[config.mk]
export PLATFORM = sky130hd
export DESIGN_NAME = score_counter
export DESIGN_NICKNAME = d
export VERILOG_FILES = /design/src/rtl/score_pkg.sv /design/src/rtl/button_conditioner.sv /design/src/rtl/score_counter.sv
export SDC_FILE = /design/constraint.sdc
export NUM_CORES = 1
export LEC_CHECK = 0
export CAP_MARGIN = 20
export CORE_MARGIN = 2
export CORE_UTILIZATION = 65
export CTS_BUF_LIST = sky130_fd_sc_hd__clkbuf_4 sky130_fd_sc_hd__clkbuf_8
export CTS_CLUSTER_SIZE = 14
export DETAILED_ROUTE_END_ITERATION = 12
export DONT_BUFFER_PORTS = 1
export GPL_ROUTABILITY_DRIVEN = 0
export PLACE_DENSITY_LB_ADDON = 0.05
export SLEW_MARGIN = 20
export SYNTH_ARGS = -nofsm -noshare
export SYNTH_HDL_FRONTEND = slang
export SYNTH_SLANG_ARGS = --single-unit
[constraint.sdc]
create_clock -name clock -period 2.4 [get_ports clock]
set_input_delay 0.36 -clock clock [delete_from_list [all_inputs] [get_ports clock]]
set_output_delay 0.36 -clock clock [all_outputs]
set_load 0.02 [all_outputs]
[src/rtl/score_pkg.sv]
// Shared types and constants for the score counter and its display stage.
package score_pkg;

    localparam int unsigned COUNT_W   = 7;
    localparam int unsigned DISP_W    = 16;
    localparam int unsigned DIGIT_MAX = 99;

    typedef enum logic [1:0] {
        IDLE,
        HOLD_WAIT,
        REPEAT
    } rep_state_t;

    // Clear wins, opposing steps cancel, otherwise saturate at 0 and max.
    function automatic logic [COUNT_W-1:0] next_count(
        input logic [COUNT_W-1:0] cur,
        input logic [COUNT_W-1:0] max,
        input logic               clr,
        input logic               up,
        input logic               dn
    );
        logic [COUNT_W-1:0] nxt;
        nxt = cur;
        if (clr) begin
            nxt = '0;
        end else if (up && dn) begin
            nxt = cur;
        end else if (up) begin
            if (cur < max) nxt = cur + COUNT_W'(1);
        end else if (dn) begin
            if (cur != '0) nxt = cur - COUNT_W'(1);
        end
        return nxt;
    endfunction

endpackage

[src/rtl/button_conditioner.sv]
// Synchroniser, debounce filter and one-cycle rising-edge press pulse for one button.
module button_conditioner #(
    parameter int unsigned DEBOUNCE_CYCLES = 4
) (
    input  logic clock,
    input  logic reset,
    input  logic btn,
    output logic level,
    output logic press
);

    localparam int unsigned CNT_W = (DEBOUNCE_CYCLES > 1) ? $clog2(DEBOUNCE_CYCLES) : 1;

    logic             sync_a;
    logic             sync_b;
    logic             level_d;
    logic [CNT_W-1:0] cnt;

    // Level toggles only after DEBOUNCE_CYCLES consecutive disagreeing samples.
    always_ff @(posedge clock or posedge reset) begin
        if (reset) begin
            sync_a  <= 1'b0;
            sync_b  <= 1'b0;
            level   <= 1'b0;
            level_d <= 1'b0;
            press   <= 1'b0;
            cnt     <= '0;
        end else begin
            sync_a  <= btn;
            sync_b  <= sync_a;
            level_d <= level;
            press   <= level & ~level_d;
            if (sync_b == level) begin
                cnt <= '0;
            end else if (cnt == CNT_W'(DEBOUNCE_CYCLES - 1)) begin
                level <= ~level;
                cnt   <= '0;
            end else begin
                cnt <= cnt + CNT_W'(1);
            end
        end
    end

endmodule

[src/rtl/score_counter.sv]
// Saturating 0..MAX_COUNT push-button counter feeding the two-digit display.
// Optional auto-repeat on held up/down buttons: define SCORE_COUNTER_AUTO_REPEAT_EN.
module score_counter
    import score_pkg::*;
#(
    parameter int unsigned DEBOUNCE_CYCLES = 4,
    parameter int unsigned MAX_COUNT       = 99,
    parameter int unsigned REPEAT_DELAY    = 8,
    parameter int unsigned REPEAT_PERIOD   = 4
) (
    input  logic              clock,
    input  logic              reset,
    input  logic              btn_up,
    input  logic              btn_down,
    input  logic              btn_clear,
    output logic [DISP_W-1:0] count,
    output logic              updated,
    output logic              at_max,
    output logic              at_min
);

    if (MAX_COUNT > DIGIT_MAX) begin : g_max_check
        $error("MAX_COUNT must not exceed DIGIT_MAX");
    end

    localparam logic [COUNT_W-1:0] MAX_C = COUNT_W'(MAX_COUNT);

    logic               up_lvl, dn_lvl, clr_lvl;
    logic               up_p, dn_p, clr_p;
    logic               up_step_c, dn_step_c;
    logic [COUNT_W-1:0] cnt_q;
    logic [COUNT_W-1:0] cnt_next_c;

    button_conditioner #(.DEBOUNCE_CYCLES(DEBOUNCE_CYCLES)) u_up (
        .clock(clock), .reset(reset), .btn(btn_up),    .level(up_lvl),  .press(up_p)
    );
    button_conditioner #(.DEBOUNCE_CYCLES(DEBOUNCE_CYCLES)) u_down (
        .clock(clock), .reset(reset), .btn(btn_down),  .level(dn_lvl),  .press(dn_p)
    );
    button_conditioner #(.DEBOUNCE_CYCLES(DEBOUNCE_CYCLES)) u_clear (
        .clock(clock), .reset(reset), .btn(btn_clear), .level(clr_lvl), .press(clr_p)
    );

`ifdef SCORE_COUNTER_AUTO_REPEAT_EN
    localparam int unsigned TMR_MAX = (REPEAT_DELAY > REPEAT_PERIOD) ? REPEAT_DELAY : REPEAT_PERIOD;
    localparam int unsigned TMR_W   = $clog2(TMR_MAX + 1);

    logic [1:0]       dir_lvl;
    logic [1:0]       dir_press;
    rep_state_t       st_q   [2];
    rep_state_t       st_d   [2];
    logic [TMR_W-1:0] tmr_q  [2];
    logic [TMR_W-1:0] tmr_d  [2];
    logic [1:0]       rep_q;
    logic [1:0]       rep_d;
    logic             unused_lvl;

    assign dir_lvl    = {dn_lvl, up_lvl};
    assign dir_press  = {dn_p, up_p};
    assign unused_lvl = clr_lvl;

    always_ff @(posedge clock or posedge reset) begin
        if (reset) begin
            for (int d = 0; d < 2; d++) begin
                st_q[d]  <= IDLE;
                tmr_q[d] <= '0;
            end
            rep_q <= '0;
        end else begin
            for (int d = 0; d < 2; d++) begin
                st_q[d]  <= st_d[d];
                tmr_q[d] <= tmr_d[d];
            end
            rep_q <= rep_d;
        end
    end

    // Per-direction repeat FSM; index 0 is up, 1 is down.
    always_comb begin
        rep_d = '0;
        for (int d = 0; d < 2; d++) begin
            st_d[d]  = st_q[d];
            tmr_d[d] = tmr_q[d];
            if (clr_p || !dir_lvl[d]) begin
                st_d[d]  = IDLE;
                tmr_d[d] = '0;
            end else begin
                case (st_q[d])
                    IDLE: begin
                        if (dir_press[d]) begin
                            st_d[d]  = HOLD_WAIT;
                            tmr_d[d] = '0;
                        end
                    end
                    HOLD_WAIT: begin
                        if (tmr_q[d] == TMR_W'(REPEAT_DELAY - 1)) begin
                            st_d[d]  = REPEAT;
                            tmr_d[d] = '0;
                        end else begin
                            tmr_d[d] = tmr_q[d] + TMR_W'(1);
                        end
                    end
                    REPEAT: begin
                        if (tmr_q[d] == TMR_W'(REPEAT_PERIOD - 1)) begin
                            rep_d[d] = 1'b1;
                            tmr_d[d] = '0;
                        end else begin
                            tmr_d[d] = tmr_q[d] + TMR_W'(1);
                        end
                    end
                    default: begin
                        st_d[d]  = IDLE;
                        tmr_d[d] = '0;
                    end
                endcase
            end
        end
    end

    assign up_step_c = up_p | rep_q[0];
    assign dn_step_c = dn_p | rep_q[1];
`else
    logic unused_lvl;

    assign unused_lvl = ^{up_lvl, dn_lvl, clr_lvl, 32'(REPEAT_DELAY), 32'(REPEAT_PERIOD)};
    assign up_step_c  = up_p;
    assign dn_step_c  = dn_p;
`endif

    assign cnt_next_c = next_count(cnt_q, MAX_C, clr_p, up_step_c, dn_step_c);

    // Flags are derived from the next value so they line up with count.
    always_ff @(posedge clock or posedge reset) begin
        if (reset) begin
            cnt_q   <= '0;
            updated <= 1'b0;
            at_max  <= 1'b0;
            at_min  <= 1'b1;
        end else begin
            cnt_q   <= cnt_next_c;
            updated <= (cnt_next_c != cnt_q);
            at_max  <= (cnt_next_c == MAX_C);
            at_min  <= (cnt_next_c == '0);
        end
    end

    assign count = DISP_W'(cnt_q);

endmodule

**Word-level counts from Yosys, hierarchy flattened**

Index checks and enable logic that the tools add are counted.

- Bits in registers: 31
- Bits of input ports: 5
- Word-level logic and storage cells: 66

- Add/subtract/negate cells: 5
- Order comparisons: 1
- Equal/unequal tests: 8
- Multiplexer cells: 12
- Bitwise operators: 12
- Reductions and logical operators: 6

Operators by type and width:

| cell | number |
|---|---|
| 2-to-1 mux 7 bit | 6 |
| 2-to-1 mux 2 bit | 6 |
| NOT 1 bit | 9 |
| adder 7 x 1 -> 7 bit (second input constant) | 1 |
| equality test 7 bit (second input constant) | 1 |
| logical NOT 7 bit | 1 |
| less-than comparator 7 bit (second input constant) | 1 |
| inequality test 7 bit | 1 |
| nonzero test 7 bit | 1 |
| subtractor 7 x 1 -> 7 bit (second input constant) | 1 |
| adder 2 x 1 -> 2 bit (second input constant) | 3 |
| equality test 2 bit (second input constant) | 3 |
| AND reduction 2 bit | 3 |
| bitwise AND 1 bit | 3 |
| equality test 1 bit | 3 |
| logical AND 1 bit | 1 |

**Depth between registers and ports, before layout**

- Depth after elaboration: 7
- Gate-level depth with buffers: 9
- Mapped depth without buffers: 8

**By module**

From an unflattened synthesis, not the netlist that was laid out.

- Cell total of the unflattened synthesis: 157
- Area total of the unflattened synthesis: 1,672.9 sq um

Modules (own cells, without submodules):

| module | times used | cells an instance | area an instance (sq um) | sequential area each (sq um) |
|---|---|---|---|---|
| score_counter | 1 | 115 | 970.9 | 251.5 |
| button_conditioner | 3 | 14 | 234.0 | 175.2 |

**Least setup slack after synthesis**

OpenSTA, ideal clock, no wires.

- Kind: register to register
- Start point: reg cnt_q[1]
- End point: reg at_max
- Library setup time: 0.100 ns
- Arrival: 1.895 ns
- Slack: 0.405 ns
- Cell stages (with the launch flop): 10
- Buffers on the path: 1
- Clock period less this slack: 1.995 ns
- Cells stage by stage: dfrtp_1 -> buf_2 -> inv_1 -> ha_1 -> nand2_1 -> a31oi_1 -> a211oi_1 -> a2111oi_4 -> nand2_1 -> nor4bb_1

- Cells in the longest elaborated chain, start to end: 7

Ends and longest elaborated chain:

| what | line | text |
|---|---|---|
| from (decl) | score_counter.sv:31 | `logic [COUNT_W-1:0] cnt_q;` |
| from (signal assigned) | score_counter.sv:140 | `cnt_q <= cnt_next_c;` |
| subtractor 7 x 1 -> 7 bit or nonzero test 7 bit (tied branches) | score_pkg.sv:31 | `if (cur != '0) nxt = cur - COUNT_W'(1);` |
| 2-to-1 mux 7 bit | score_pkg.sv:31 |  |
| 2-to-1 mux 7 bit | score_pkg.sv:30 | `end else if (dn) begin` |
| 2-to-1 mux 7 bit | score_pkg.sv:28 | `end else if (up) begin` |
| 2-to-1 mux 7 bit * | score_pkg.sv:26 | `end else if (up && dn) begin` |
| 2-to-1 mux 7 bit * | score_pkg.sv:24 | `if (clr) begin` |
| via cnt_next_c[1] | score_counter.sv:32 | `logic [COUNT_W-1:0] cnt_next_c;` |
| equality test 7 bit * | score_counter.sv:142 | `at_max <= (cnt_next_c == MAX_C);` |
| to (signal assigned) | score_counter.sv:142 |  |
| to (decl) | score_counter.sv:18 | `output logic at_max,` |

Mark *: on every way through the listed nets, which the timed path passes. The rest lies on a longest branch.
A chain may end at the register's enable or synchronous reset.

**Final worst setup path**

- Start point: reg cnt_q[2]
- End point: reg at_min

- Cells in the longest elaborated chain, start to end: 7

Ends and longest elaborated chain:

| what | line | text |
|---|---|---|
| parallel branches: the longest is 3 deep, another holds less-than comparator 7 bit | n/a |  |
| 2-to-1 mux 7 bit * | score_pkg.sv:28 |  |
| 2-to-1 mux 7 bit * | score_pkg.sv:26 |  |
| 2-to-1 mux 7 bit * | score_pkg.sv:24 |  |
| via cnt_next_c[0] | score_counter.sv:32 |  |
| logical NOT 7 bit * | score_counter.sv:143 | `at_min <= (cnt_next_c == '0);` |
| to (signal assigned) | score_counter.sv:143 |  |
| to (decl) | score_counter.sv:19 | `output logic at_min` |

Mark *: on every way through the listed nets, which the timed path passes.

==> results summary <==
Once the clock tree was built, the setup fixing pass inserted 0 buffers. The via count normalized by instance count is around 6. The part of the total power dissipated in sequential elements came out at 0.389. The number of fillers in the final layout is approximately 180. In the final timing run, aggregate negative setup slack is 0 ps. The number of inserted diodes came out at 0.

The post-synthesis instance area is between 1500 and 2000 um^2. The final-report setup violation count came out at 0. In the synthesized netlist the dominant register cell turns out to be dfrtp_1. The required time at the endpoint of the critical path came out at 2630 ps. For the worst setup path, the data arrival time is roughly 2400 ps. The share of cells above drive strength 1 is 0.207.

The average wire length per cell after detail routing is about 16 um. The worst setup path is captured at a register. A synthesized cell averages 10.6 um^2. The first global-routing pass estimated about 5200 um of wire. The initial antenna violation count was 0.

The number of enable flip-flop cells after synthesis came out at 0. The total number of H-tree levels is 2. Of the post-synthesis cell area, the dominant cell type holds 0.444. The placement row count came out at 18.

In this run, distinct cell masters in the synthesized netlist total 56. The setup clock skew after layout came out at 10.1 ps. The internal power component is about 1400 uW. The total core area is between 2000 and 2500 um^2. Measured along the x axis, the die boundary spans between 50 and 60 um. The final layout contains routed wiring with a total length of 3170 um. The combinational power share came out at 0.488.

In this run the power spent charging and discharging nets is 1060 uW. The maximum buffer depth of the clock tree came out at 2. The final period demand of the worst path came out at 2190 ps. In this run the worst path has a maximum fanout of 12.

The tightest min-delay check is of the primary input to register type. The largest net degree at the start of global routing is 23. The number of gates given a new drive strength after cts came out at 0.

For this block, the initial DRC count from the detailed router was 26. The signed area change from the synthesized netlist to the final layout came out at 4.96%. The number of vias after detailed routing is 1185. The proportion of synthesized chip area in sequential cells came out at 0.459. The count of maximum capacitance violations is 0. VDD sags by at most between 1 and 1.5 mV.

For this run, the total global-route usage over all layers was measured as 0.252. In this run the static leakage power is about 0.00082 uW. The total power density per cell area came out at roughly 1400 nW/um^2.

Ranked by total cell area, the synthesized netlist is headed by dfrtp_1 (44%), ha_1 (4.4%), buf_4 (4.0%), nor2b_1 (3.0%), nand2_1 (2.7%). Measured along the y axis, the die boundary spans about 55 um. The number of buffers inserted during clock tree synthesis came out at 5. The effective utilization at floorplan came out at 0.683. After clock tree synthesis, the flow added hold-fix buffers numbering 0. Summed over all nets, the half-perimeter wirelength after detailed placement is about 2400 um. The number of search-and-repair iterations in the first detailed-routing pass came out at 5. The number of placed I/O pins is 24. The number of hold-slack violations in the final timing report is 0. The actual transition at the worst max-transition pin is 799 ps. The CTS sink count came out at 31. The post-place setup slack came out at 294 ps. The clock-pin slew of the registers on the worst-case setup and hold paths is 100 ps.

dfrtp_1 takes more of the synthesized area than any other cell. The class of the most critical setup path is register to register. The sum of internal, switching and leakage power is 2430 uW.

By count the netlist is led by dfrtp_1 (30), nand2_1 (12), nor2_1 (11). The worst setup path is launched from a register. The area enclosed by the die boundary came out at roughly 3000 um^2. The worst-case headroom to the max-slew limit is 0.467. The flow ran to the end, and the final reports show no timing, DRC or antenna violations.

The overflow left after global routing came out at 0. The DRC violation count after routing came out at 0. The number of cells produced by synthesis is 159. The final worst hold slack came out at 57.6 ps.

The async set-or-reset flop fraction in the synthesized netlist is 1.00. The count of buffers added on input and output ports is 0. TritonCTS built the clock tree. Of the total power, the clock network draws 0.123. The clock tree root driver cell is clkbuf_4. The switching power as a share of total power came out at 0.435. The ratio of final minimum period to clock period is 0.912. The least setup slack across all paths after layout came out at ~210 ps. The source-to-sink clock delay at the later pin of the worst-skew pair is roughly 320 ps.

The count of final max-slew check failures is 0. The final-stage net count is 179. The fmax is 457 MHz. The dominant cell by count in the synthesized netlist is dfrtp_1. The number of global-route vias before repair came out at about 1100. The number of synthesized register bits is 31. Setup repair after global routing left no endpoint under its margin. The Yosys step of the flow raised 0 warnings. The count of nets left with antenna violations once routing finished came out at 0.
==> power by group through the flow <==
stage	registers (uW)	clock network (uW)	logic, uW
2_1_floorplan	908	0	946
3_3_place_gp	934	0	1150
3_5_place_dp	951	0	1170
4_1_cts	942	308	1180
5_1_grt	975	331	1300
6_report	945	300	1190
==> routing by layer <==
| layer | vias to the layer above | GRT usage | part of all wire | wire [um] |
|---|---|---|---|---|
| li1 | 560 | - | - | - |
| met3 | 8 | 0.0565 | 0.042 | 133 |
| met5 | - | 0 | 0 | 0 |
| met4 | 0 | 0.118 | 0.025 | 78 |
| met1 | 572 | 0.305 | 0.43 | 1370 |
| met2 | 45 | 0.427 | 0.50 | 1590 |
==> layout by cell type, fill, tap and decap left out, types with 3 or more instances in the layout <==
cell / count
nand2_1: 12
inv_1: 5
mux2_2: 3
ha_1: 6
nor2b_1: 8
buf_4: 11
o21ai_0: 3
nor2_1: 11
nor3_1: 4
a31oi_1: 3
dfrtp_1: 30
conb_1: 9
a21oi_1: 4
xnor2_1: 3
nand3_1: 3
clkbuf_4: 6
==> worst paths after layout <==
path                              from            end  slack (ps)  cells past startpoint
max                           cnt_q[2]         at_min         210                      6
min                           btn_down  u_down.sync_a          60                      0
max reg2reg                   cnt_q[2]         at_min         210                      6
min reg2reg                u_up.sync_a    u_up.sync_b         360                      0
max in group asynchronous        reset   u_down.press        1700                      2
min in group asynchronous        reset        updated          70                      1
==> kinds of logic after synthesis <==
| logic type | Yosys count | synth area share |
|---|---|---|
| adder cells (fa/ha/maj) | 6 | 0.0444 |
| XOR/XNOR | 4 | 0.0207 |
| other | 1 | 0.00222 |
| buffers and inverters | 22 | 0.0843 |
| multiplexers | 5 | 0.0348 |
| AO/OA/AOI/OAI | 28 | 0.130 |
| flip-flops | 31 | 0.459 |
| AND/OR/NAND/NOR | 62 | 0.224 |
==> state kept, by name (all words and copies together) (netlist names), 2 cells and up <==
name and cells:
cnt_q 7, u_clear.cnt 2, u_down.cnt 2, u_up.cnt 2
==> critical path, cell delays in order (launching register included) <==
cell and delay (ps):
dfrtp_1 540, nor3_2 320, nand3_1 180, a22oi_1 340
mux2_4 350, nor2_1 130, nor4b_1 240
==> stage by stage <==
stage,utilization,instance area (um^2),std cells
6_report,0.717,1780,199
5_1_grt,0.717,1780,199
4_1_cts,0.717,1780,199
3_5_place_dp,0.693,1720,191
3_3_place_gp,0.693,1720,191
2_1_floorplan,-,1720,167
==> layout make-up <==
class | count | area [um^2] | share of cell area
multi-input combinational | 114 | 802 | 0.452
sequential | 31 | 777 | 0.438
timing repair buffer | 11 | 82.6 | 0.0465
clock buffer | 6 | 45.0 | 0.0254
tap | 30 | 37.5 | 0.0211
inverter | 5 | 18.8 | 0.0106
clock inverter | 2 | 12.5 | 0.00705
Note: power is estimated with default switching activity, not from simulation.
